--- config.mk ---
export PLATFORM = sky130hd
export DESIGN_NAME = ifetch_pc_unit
export DESIGN_NICKNAME = d
export VERILOG_FILES = /design/src/rtl/ifetch_pc_unit.sv
export SDC_FILE = /design/constraint.sdc
export NUM_CORES = 1
export LEC_CHECK = 0
export ABC_AREA = 1
export CAP_MARGIN = 20
export CORE_MARGIN = 2
export CORE_UTILIZATION = 41
export DETAILED_ROUTE_END_ITERATION = 10
export GPL_ROUTABILITY_DRIVEN = 0
export GPL_TIMING_DRIVEN = 0
export HOLD_SLACK_MARGIN = 0.15
export PLACE_DENSITY = 0.84
export SLEW_MARGIN = 10
export SYNTH_ARGS = -nofsm -noshare
export SYNTH_HDL_FRONTEND = slang
export SYNTH_SLANG_ARGS = --single-unit
--- constraint.sdc ---
create_clock -name clk -period 3.4 [get_ports clk]
set_input_delay 0.68 -clock clk [delete_from_list [all_inputs] [get_ports clk]]
set_output_delay 0.68 -clock clk [all_outputs]
set_load 0.05 [all_outputs]
--- src/rtl/ifetch_pc_unit.sv ---
// Instruction-fetch stage: holds the PC, fetches words through a ready handshake,
// presents the latched instruction to the decoder and applies next-PC selection on consume.
module ifetch_pc_unit #(
    parameter int unsigned         PC_WIDTH = 32,
    parameter logic [PC_WIDTH-1:0] RESET_PC = {PC_WIDTH{1'b0}}
) (
    input  logic                clk,
    input  logic                reset,
    output logic                imem_req,
    output logic [PC_WIDTH-1:0] imem_addr,
    input  logic                imem_ready,
    input  logic [31:0]         imem_rdata,
    output logic [31:0]         instr,
    output logic [5:0]          opcode,
    output logic                instr_valid,
    output logic [PC_WIDTH-1:0] pc,
    output logic [PC_WIDTH-1:0] pc_plus4,
    input  logic                stall,
    input  logic                branch_taken,
    input  logic [PC_WIDTH-1:0] branch_target,
    input  logic                jump,
    input  logic [PC_WIDTH-1:0] jump_target,
    output logic [15:0]         issue_count
);

    typedef enum logic [1:0] {
        BOOT  = 2'd0,
        FETCH = 2'd1,
        ISSUE = 2'd2
    } state_t;

    localparam logic [PC_WIDTH-1:0] PC_STEP    = {{(PC_WIDTH-3){1'b0}}, 3'b100};
    localparam logic [PC_WIDTH-1:0] ALIGN_MASK = {{(PC_WIDTH-2){1'b1}}, 2'b00};

    state_t              state_r, state_s;
    logic [PC_WIDTH-1:0] pc_r, pc_s;
    logic [PC_WIDTH-1:0] pc_inc_s;
    logic [PC_WIDTH-1:0] next_pc_s;
    logic [31:0]         instr_r, instr_s;
    logic [15:0]         count_r, count_s;
    logic                req_r;
    logic                valid_r;

    assign pc_inc_s = pc_r + PC_STEP;

    // Redirect priority: jump over taken branch over sequential; targets are word aligned.
    always_comb begin
        next_pc_s = pc_inc_s;
        if (jump) begin
            next_pc_s = jump_target & ALIGN_MASK;
        end else if (branch_taken) begin
            next_pc_s = branch_target & ALIGN_MASK;
        end else begin
            next_pc_s = pc_inc_s;
        end
    end

    // Next-state and next-datapath values for the fetch/issue sequence.
    always_comb begin
        state_s = state_r;
        pc_s    = pc_r;
        instr_s = instr_r;
        count_s = count_r;
        case (state_r)
            BOOT: begin
                state_s = FETCH;
            end
            FETCH: begin
                if (imem_ready) begin
                    instr_s = imem_rdata;
                    state_s = ISSUE;
                end else begin
                    state_s = FETCH;
                end
            end
            ISSUE: begin
                if (!stall) begin
                    pc_s    = next_pc_s;
                    count_s = count_r + 16'd1;
                    state_s = FETCH;
                end else begin
                    state_s = ISSUE;
                end
            end
            default: begin
                state_s = BOOT;
            end
        endcase
    end

    // State, datapath and decoded handshake flags; handshake flags track the next state.
    always_ff @(posedge clk or posedge reset) begin
        if (reset) begin
            state_r <= BOOT;
            pc_r    <= RESET_PC;
            instr_r <= 32'h0000_0000;
            count_r <= 16'h0000;
            req_r   <= 1'b0;
            valid_r <= 1'b0;
        end else begin
            state_r <= state_s;
            pc_r    <= pc_s;
            instr_r <= instr_s;
            count_r <= count_s;
            req_r   <= (state_s == FETCH);
            valid_r <= (state_s == ISSUE);
        end
    end

    assign imem_req    = req_r;
    assign imem_addr   = pc_r;
    assign instr       = instr_r;
    assign opcode      = instr_r[31:26];
    assign instr_valid = valid_r;
    assign pc          = pc_r;
    assign pc_plus4    = pc_inc_s;
    assign issue_count = count_r;

endmodule

==> impl_metrics.ini <==
[run_status]
outcome = complete, no violations

[critical_path]
endpoint_kind = output port
crit_type = reg -> out
r2r-end = imem_addr[11]$_DFFE_PP0P_
rr_startpoint = state_r[0]$_DFF_PP0_
cp.arrival_ns = 2.59
path_cells = nand2_1 > nor2_2 > nand2_1 > nor2_4 > xor2_2 > clkdlybuf4s50_1
cp.required_ns = 2.72
critPathLaunchType = flop
ff2ff_path_depth = 7
rrSetupSlack_ns = 1.61
path_max_fanout = 6
critPathMaxStageDelay_ns = 0.85
slowest_stage = clkdlybuf4s50_1
critPathLaunch = imem_addr[11]$_DFFE_PP0P_
critPathMostFrequentCell = nand2_1

[synth]
async_reset_ff_share_pct = 100
syn_area_per_cell_um2 = 7.86
syn_inst = 649
yosysWarnings = 0
ys_seq_area_share_pct = 40.2
synth_edf_count = 0
synth_ff_type = dfrtp_1
synth_cell_types = 39
syn_area_um2 = 5100
synth-seq-cells = 82

[clocking]
cts_tree = done
cts_setup_buffers = 0
clk_pin_slew_worst_paths_ns = 0.07
clock_latency_ns = 0.34
numCtsBuffers = 9
cts-root-buf = clkbuf_16
ctsResizeCount = 0
htree_levels = 3
cts.sinks = 82
cts_hold_buf = 0
cts_buffer_depth = 2

[cells_and_area]
final_common_cell = clkdlybuf4s50_1
syn_to_final_growth_pct = 59.2
final_cells = 1081
fin_area_um2 = 8120
final_cell_mix = clkdlybuf4s50_1 (230), nand2_1 (164), nor2_1 (87)
diodes = 0
nNetsFinal = 1012
drive_gt1_share_pct = 13.8

[global_route]
grt_pass1_wl_um = 26900
use_met3_pct = 9.00
top_usage_layer = met2
grt_pass1_vias = 5234
use_met1_pct = 31.1
use_met2_pct = 45.8
grt_max_degree = 62
antenna_found_initial = 0
grt_remaining_overflow = 0
track_usage_pct = 26.8

[power_and_ir_drop]
p_total_mw = 9.00
p_int_mw = 4.10
clkPwrFrac_pct = 11.5
cellPowerDensity_nw_per_um2 = 1110
switching_power_mw = 4.91
seq_power_share_pct = 20.7
p_leak_nw = 3.79
swShare_pct = 54.5
peakVddDrop_mv = 0.732
pwr-share-comb_pct = 67.8

[detailed_routing]
wl_per_cell_um = 16.3
vias = 5290
finalWirelength_um = 17700
drt_first_pass_iters = 5
drtIter0Drc = 422
drc_errors = 0
ant_nets = 0
vias_per_cell = 4.89

[min_path]
min_to = issue_count[12]$_DFFE_PP0P_
hp-class = reg -> reg
holdPathStages = 1
min_from = issue_count[12]$_DFFE_PP0P_

[timing]
fin_crit_sh_pct = 96.2
fin_crit_ns = 3.27
finalMaxSlewViolations = 0
skew_ns = 0.00927
relSlewSlack_pct = 53.3
setup_violations = 0
rsz0062_at_grt = no
fmax_mhz = 306
hold_viol = 0
worst_pin_slew_ns = 0.700

[floorplan]
fp.dieH_um = 116
dieArea_um2 = 13400
dieWidth_um = 116
rows = 40
start_util_pct = 42.3
ioPinCount = 254
core_um2 = 12100

[placed_design]
dpl_cell_area_um2 = 7780
io_buffers = 242
placedCellCount = 1065
dp_hpwl_um = 13600

[run]
cap_violations = 0
==> cells in the mapped netlist (3+ instances only) <==
cell | number | area [um^2]
a22oi_1 | 4 | 30.0
inv_1 | 51 | 191
nor2_2 | 6 | 37.5
buf_2 | 8 | 40.0
clkbuf_1 | 9 | 33.8
o21a_1 | 3 | 22.5
a21oi_1 | 36 | 180
o31ai_1 | 3 | 22.5
nand2_2 | 3 | 18.8
dfrtp_1 | 82 | 2050
nand2_1 | 164 | 616
nor2_4 | 4 | 45.0
xor2_2 | 3 | 48.8
nor2_1 | 87 | 327
o21ai_0 | 22 | 110
a21boi_1 | 7 | 52.6
mux2_2 | 32 | 360
xnor2_1 | 7 | 61.3
a21o_1 | 3 | 22.5
xor2_1 | 14 | 123
nand3_1 | 36 | 180
buf_6 | 3 | 33.8
buf_4 | 42 | 315
==> state kept, by name, indices dropped and copies added, names as in the netlist <==
name         flops
imem_req         1
instr_valid      1
imem_addr       30
instr           32
state_r          2
issue_count     16
==> kinds of logic (layout without fill, tap and decap cells) <==
logic type	after synthesis	count (layout)	share of synthesized area, %
AO/OA/AOI/OAI	81	81	9.05
XOR/XNOR	24	24	4.56
adder cells (fa/ha/maj)	2	2	0.490
buffers and inverters	116	375	12.6
flip-flops	82	82	40.2
multiplexers	32	32	7.06
other	1	6	0.0735
AND/OR/NAND/NOR	311	311	25.9
==> power by group through the flow <==
stage / logic, mW / registers, mW / clock network (mW)
6_report: 6.11 / 1.86 / 1.04
3_5_place_dp: 6.11 / 1.87 / 0
4_1_cts: 6.13 / 1.86 / 1.06
5_1_grt: 6.40 / 1.92 / 1.10
3_3_place_gp: 6.05 / 1.86 / 0
2_1_floorplan: 2.80 / 3.11 / 0
==> through the flow <==
stage                     TNS [ns]  util (%)  setup WS, ns  hold slack [ns]
after global placement      -73.97      64.3        -0.908            0.485
after CTS                        0      67.1        0.0709            0.507
after floorplan                  0         -         0.399            0.474
after global routing             0      67.4       0.00301            0.515
final                            0      67.4         0.129            0.503
after detailed placement         0      64.5         0.444            0.493
==> worst max-delay path, delay by kind of cell, from the launching register on <==
kind,cells,cell delay (ns)
xor+xnor,1,0.19
flops,1,0.57
buf+inv,1,0.85
simple gates,4,0.63
==> worst max path at each step <==
stage	to
2_1_floorplan	pc_plus4[13]
3_3_place_gp	instr[8]$_DFFE_PP0P_
3_5_place_dp	pc_plus4[22]
4_1_cts	pc_plus4[22]
5_1_grt	pc_plus4[15]
6_report	pc_plus4[15]
==> per-layer routing <==
metal	share of wire [%]	up-vias	wire length [um]
li1	-	2540	-
met1	37	2453	6550
met2	50	267	8780
met3	11	30	1980
met4	2.0	0	362
met5	0	-	0
==> cell type report <==
class	instances	area, um^2
buffer	64	450
clock buffer	9	225
clock inverter	7	83.8
fill	1024	3940
inverter	52	198
multi-input combinational	456	2420
sequential	82	2050
tap	168	210
timing repair buffer	243	2480
No activity file was read; power rests on OpenSTA's default activity.
